<file path="config.mk">
export PLATFORM = sky130hd
export DESIGN_NAME = spi_slave_multichannel
export DESIGN_NICKNAME = d
export VERILOG_FILES = /design/src/rtl/spi_slave_multichannel.sv
export SDC_FILE = /design/constraint.sdc
export NUM_CORES = 1
export LEC_CHECK = 0
export BUFFER_PORTS_ARGS = -buffer_cell sky130_fd_sc_hd__buf_2
export CORE_UTILIZATION = 30
export CTS_CLUSTER_DIAMETER = 100
export DETAILED_ROUTE_END_ITERATION = 8
export SKIP_LAST_GASP = 1
export SYNTH_ARGS = -nofsm -noshare
export SYNTH_HDL_FRONTEND = slang
export SYNTH_SLANG_ARGS = --single-unit
export TNS_END_PERCENT = 10
</file>
<file path="constraint.sdc">
create_clock -name clk -period 1.9 [get_ports clk]
set_clock_uncertainty 0.05 [all_clocks]
set_input_delay 0.38 -clock clk [delete_from_list [all_inputs] [get_ports clk]]
set_output_delay 0.38 -clock clk [all_outputs]
set_load 0.05 [all_outputs]
</file>
<file path="src/rtl/spi_slave_multichannel.sv">
// SPI peripheral: one frame of CHANNELS x DATA_WIDTH words in, status snapshot out.
// SPI pins are synchronised into clk; frames commit only on an exact bit count.
module spi_slave_multichannel #(
    parameter int CHANNELS    = 2,
    parameter int DATA_WIDTH  = 16,
    parameter int CPOL        = 0,
    parameter int CPHA        = 0,
    parameter int SYNC_STAGES = 2,
    localparam int FRAME_BITS = CHANNELS * DATA_WIDTH
) (
    input  logic                  clk,
    input  logic                  rst_n,
    input  logic                  SPI_CLK,
    input  logic                  SPI_PICO,
    input  logic                  SPI_CS,
    output logic                  SPI_POCI,
    input  logic [FRAME_BITS-1:0] tx_data,
    output logic [FRAME_BITS-1:0] rx_data,
    output logic                  rx_valid,
    output logic                  frame_error,
    output logic                  busy
);

    localparam int CNT_W = $clog2(FRAME_BITS + 2);
    localparam logic [CNT_W-1:0] CNT_FULL = CNT_W'(FRAME_BITS);
    localparam logic [CNT_W-1:0] CNT_MAX  = CNT_W'(FRAME_BITS + 1);

    typedef enum logic [1:0] {
        WAIT_IDLE,
        IDLE,
        ACTIVE
    } state_t;

    state_t state, state_nxt;

    logic [SYNC_STAGES-1:0] clk_sync, pico_sync, cs_sync;
    logic                   clk_d, cs_d;
    logic                   clk_s, pico_s, cs_s;
    logic                   clk_rise, clk_fall, lead, trail;
    logic                   cs_rise, cs_fall;

    logic [FRAME_BITS-1:0]  tx_shift, rx_shift;
    logic [CNT_W-1:0]       bit_cnt;
    logic                   first;

    logic                   load, sample_en, shift_en, lead_en;
    logic                   commit, abort;

    always_ff @(posedge clk or negedge rst_n) begin
        if (!rst_n) begin
            clk_sync  <= '0;
            pico_sync <= '0;
            cs_sync   <= '0;
            clk_d     <= 1'b0;
            cs_d      <= 1'b0;
        end else begin
            clk_sync  <= {clk_sync[SYNC_STAGES-2:0], SPI_CLK};
            pico_sync <= {pico_sync[SYNC_STAGES-2:0], SPI_PICO};
            cs_sync   <= {cs_sync[SYNC_STAGES-2:0], SPI_CS};
            clk_d     <= clk_sync[SYNC_STAGES-1];
            cs_d      <= cs_sync[SYNC_STAGES-1];
        end
    end

    assign clk_s    = clk_sync[SYNC_STAGES-1];
    assign pico_s   = pico_sync[SYNC_STAGES-1];
    assign cs_s     = cs_sync[SYNC_STAGES-1];
    assign clk_rise = clk_s & ~clk_d;
    assign clk_fall = ~clk_s & clk_d;
    assign cs_rise  = cs_s & ~cs_d;
    assign cs_fall  = ~cs_s & cs_d;
    assign lead     = (CPOL != 0) ? clk_fall : clk_rise;
    assign trail    = (CPOL != 0) ? clk_rise : clk_fall;

    always_ff @(posedge clk or negedge rst_n) begin
        if (!rst_n) state <= WAIT_IDLE;
        else        state <= state_nxt;
    end

    always_comb begin
        state_nxt = state;
        unique case (state)
            WAIT_IDLE: if (cs_s)    state_nxt = IDLE;
            IDLE:      if (cs_fall) state_nxt = ACTIVE;
            ACTIVE:    if (cs_rise) state_nxt = IDLE;
            default:                state_nxt = WAIT_IDLE;
        endcase
    end

    // A CS rising edge masks any clock edge seen in the same cycle.
    always_comb begin
        load      = 1'b0;
        sample_en = 1'b0;
        shift_en  = 1'b0;
        lead_en   = 1'b0;
        commit    = 1'b0;
        abort     = 1'b0;
        busy      = 1'b0;
        unique case (state)
            IDLE: load = cs_fall;
            ACTIVE: begin
                busy = 1'b1;
                if (cs_rise) begin
                    if (bit_cnt == CNT_FULL) commit = 1'b1;
                    else                     abort  = 1'b1;
                end else begin
                    lead_en   = lead;
                    sample_en = (CPHA != 0) ? trail : lead;
                    shift_en  = (CPHA != 0) ? (lead & ~first) : trail;
                end
            end
            default: ;
        endcase
    end

    always_ff @(posedge clk or negedge rst_n) begin
        if (!rst_n) begin
            tx_shift    <= '0;
            rx_shift    <= '0;
            bit_cnt     <= '0;
            first       <= 1'b0;
            rx_data     <= '0;
            rx_valid    <= 1'b0;
            frame_error <= 1'b0;
        end else begin
            rx_valid    <= 1'b0;
            frame_error <= 1'b0;
            if (load) begin
                tx_shift <= tx_data;
                rx_shift <= '0;
                bit_cnt  <= '0;
                first    <= 1'b1;
            end
            if (sample_en) begin
                if (bit_cnt < CNT_FULL)
                    rx_shift <= {rx_shift[FRAME_BITS-2:0], pico_s};
                if (bit_cnt != CNT_MAX)
                    bit_cnt <= bit_cnt + 1'b1;
            end
            if (shift_en) tx_shift <= tx_shift << 1;
            if (lead_en)  first    <= 1'b0;
            if (commit) begin
                rx_data  <= rx_shift;
                rx_valid <= 1'b1;
            end
            if (abort) frame_error <= 1'b1;
        end
    end

    assign SPI_POCI = busy & tx_shift[FRAME_BITS-1];

endmodule
</file>
==> results.md <==
Run status:
- The flow ran to the end, and the final reports show no timing, DRC or antenna violations.

Final layout:
- The fraction of final layout cells sized beyond drive strength 1 is 0.324.
- The area of the multi-input gates is 1750 µm².
- The count of non-filler cells in the finished layout is 721.
- The net count of the finished layout is 537.
- The sequential standard cell area is 2850 µm².
- The count of fill cells added during filler insertion is 1,466.
- The number of antenna diodes in the final layout is 0.
- Relative to the synthesized area, the layout overhead comes to 28.6%.
- The finished layout cell area is 6070 µm².

Clock network:
- The clock-pin transition on the worst setup and hold timing paths is 60 ps.
- CTS placed an instance of clkbuf_16 at the clock tree root.
- The H-tree depth is 4.
- The clock buffer count from CTS is 17.
- TritonCTS built the clock tree.
- Counting along the longest clock path gives a buffer depth of 2.
- CTS saw 114 sinks.
- For the worst-skew pair, the clock arrives at the later sink with an insertion delay of 410 ps.

Drt:
- The detailed router finished its first iteration with 221 violations.
- The pre-antenna-repair detailed-routing pass consisted of 4 iterations.
- The overall routed net length is 9380 µm.
- The routed wire length per instance is 13.0 µm.
- For this block, the via count after detailed routing is 3,255.
- In the routed layout, each cell is associated on average with a via count of 4.51.
- The count of nets left with antenna violations once routing finished came out at 0.
- The residual DRC count is 0.

STA:
- Of the available clock period, the critical path in the final layout requires 0.985.
- The maximum clock rate is 0.534 GHz.
- Setup repair after global routing could not meet its margin everywhere.
- The post-layout minimum cycle time is 1870 ps.
- Across all setup checks in the final design, the least slack found is 29.0 ps.
- The number of pins with negative max-slew slack in the final report is 0.
- The final number of setup-violating endpoints is 0.
- The final hold violation count is 0.
- For the pin with the worst max-slew slack, the measured transition is 496 ps.
- The worst relative slew slack is 0.669.
- The accumulated negative setup slack is 0 ps.

Worst setup path:
- The biggest cell delay along the critical path is 450 ps.
- The number of buffer and inverter stages on the critical path is 2.
- The category of the critical setup timing path is flip-flop to output port.
- The slowest stage of the critical path is the dfrtp_2 cell.
- The signal on the critical path passes through nand2b_4 -> clkinvlp_4 -> and2_2 -> buf_2.
- STA classifies the critical path startpoint as a flip-flop.
- Data on the critical path arrives at its endpoint at 1440 ps.
- The capturing element type of the critical path is an output port.
- Data on the critical path is required at its endpoint by 1470 ps.
- Of all nets on the critical path, the largest fanout is 4.
- Among cell families on the critical path, the largest total delay comes from flip-flops.
- The slack of the worst reg-to-reg path is 90 ps.

Placement:
- At the placement stage, the worst setup path has a slack of 70.1 ps.
- The final weighted congestion in routability-driven placement is 0.736.
- The post-detailed-placement cell area is 5410 µm².
- The count of input and output buffers is 72.
- The instance count after placement with tap cells included is 682.
- Detailed placement finished with a half-perimeter wire length of 5940 µm.

Synth:
- Yosys instantiated no cell more often than nand2_1.
- The share of the Yosys chip area taken by registers is 0.604.
- The post-synthesis sequential element count is 114.
- The most frequently used flop master after synthesis is dfrtp_1.
- The mapped netlist covers 4720 µm².
- The fraction of synthesis flops using an asynchronous set or reset pin is 1.00.
- After synthesis, the most frequently instantiated cells are nand2_1 (133), dfrtp_1 (114), o21ai_0 (35).
- Yosys mapped a number of flops with a built-in enable equal to 0.
- The count of different cell masters after synthesis is 37.
- Synthesis handed over a netlist of 411 instances.
- The mean instance size in the synthesized netlist is 11.5 µm².
- The synthesized netlist net count is 451.
- The share of the synthesized area in the top cell type is 0.604.
- For this run, the number of Yosys warnings is 0.
- By area the synthesized netlist is led by dfrtp_1 (60%), nand2_1 (11%), mux2_4 (9.2%).
- The largest total area in the synthesized netlist belongs to dfrtp_1.

Power:
- The worst-case vdd ir drop is 0.712 mV.
- Overall power consumption after layout is estimated at 6520 µW.
- The leakage power total is 0.00305 µW.
- For this design the ratio of total power to cell area is 1070 nW/µm².

Floorplan:
- The die covers 16,200 µm².
- The floorplan has 45 rows.
- The initial utilization of the core area, before any placement, comes to 0.309.
- The width of the die is 127 µm.
- 73 I/O pins were placed.
- The die extent in y is 127 µm.
- The placeable core region is 15,300 µm².

Flow run:
- The max-capacitance violation count is 0.

Worst hold path:
- In this run the worst hold path is classified as primary input to flip-flop.

Global routing:
- The first global-routing pass estimated 16,000 µm of wire.
- The number of antenna violations at the first check in global routing came to 0.
- In the global route stage, overall resource usage came out at 0.127.
- The largest net degree at the start of global routing is 65.
- The via count of the first global-routing pass was 3,277.
- For this run the aggregate overflow at the end of global routing stands at 0.
## per-stage QoR
step / hold slack [ps] / util
6_report: 25.7 / 0.398
5_1_grt: 6.94 / 0.398
4_1_cts: 4.35 / 0.397
3_5_place_dp: 286 / 0.355
3_3_place_gp: 286 / 0.355
2_1_floorplan: 34.4 / -
## power breakdown
part / switching (µW) / total (µW) / internal, µW
sequential: 148 / 2820 / 2670
combinational: 292 / 496 / 205
clock: 1240 / 3200 / 1970
total: 1680 / 6520 / 4840
## path summary, 6_finish.rpt
check / start / to / depth (start not counted)
setup / recovery: state[1] / SPI_POCI / 4
hold / removal: SPI_CS / cs_sync[0] / 1
setup reg to reg: state[1] / rx_data[10] / 7
hold reg to reg: clk_sync[0] / clk_sync[1] / 0
max in group asynchronous: rst_n / rx_shift[25] / 3
min in group asynchronous: rst_n / rx_data[4] / 2
## layout by cell type (no fill, tap or decap), drive strengths merged, types with 2 or more instances in the layout
| cell type | instances |
|---|---|
| ha | 3 |
| nand2 | 133 |
| clkinv | 3 |
| bufinv | 2 |
| nand2b | 3 |
| o21ai | 35 |
| clkbuf | 17 |
| inv | 12 |
| xnor2 | 2 |
| clkinvlp | 5 |
| dfrtp | 114 |
| buf | 89 |
| mux2 | 33 |
| nand3 | 4 |
| a22oi | 31 |
| and3 | 2 |
## layout make-up
class                   instances  area share
flip-flops and latches        114       0.470
multi-input cells             267       0.288
repair buffers                 90      0.0948
clock buffers                  17      0.0701
well taps                     211      0.0435
clock inverters                15      0.0286
inverters                       7     0.00495
## flip-flops by register name, indices dropped and copies added, names as in the netlist
signal and count:
clk_d 1, rx_shift 32, tx_shift 32, rx_valid 1
rx_data 32, clk_sync 2, state 2, bit_cnt 6
cs_d 1, cs_sync 2, frame_error 1, pico_sync 2
## metal layers
layer / share of wire / vias up / track usage
li1: - / 1578 / -
met1: 0.48 / 1575 / 0.156
met2: 0.45 / 88 / 0.192
met3: 0.060 / 14 / 0.0519
met4: 0.018 / 0 / 0.0679
met5: 0 / - / 0
## timing repair
action	4_1_cts	5_1_grt
resized for setup	2	0
hold buffers	1	0
hold endpoints to repair	33	0
setup endpoints to repair	2	3
setup buffers	4	2
pin swaps	0	1
## kinds of logic after synthesis
family | Yosys count | synth area share
compound gates | 75 | 0.105
xor+xnor | 2 | 0.00371
fa+ha+maj | 3 | 0.00795
buf+inv | 30 | 0.0315
flops | 114 | 0.604
mux | 34 | 0.104
simple gates | 153 | 0.143
No activity file was read; power rests on OpenSTA's default activity.
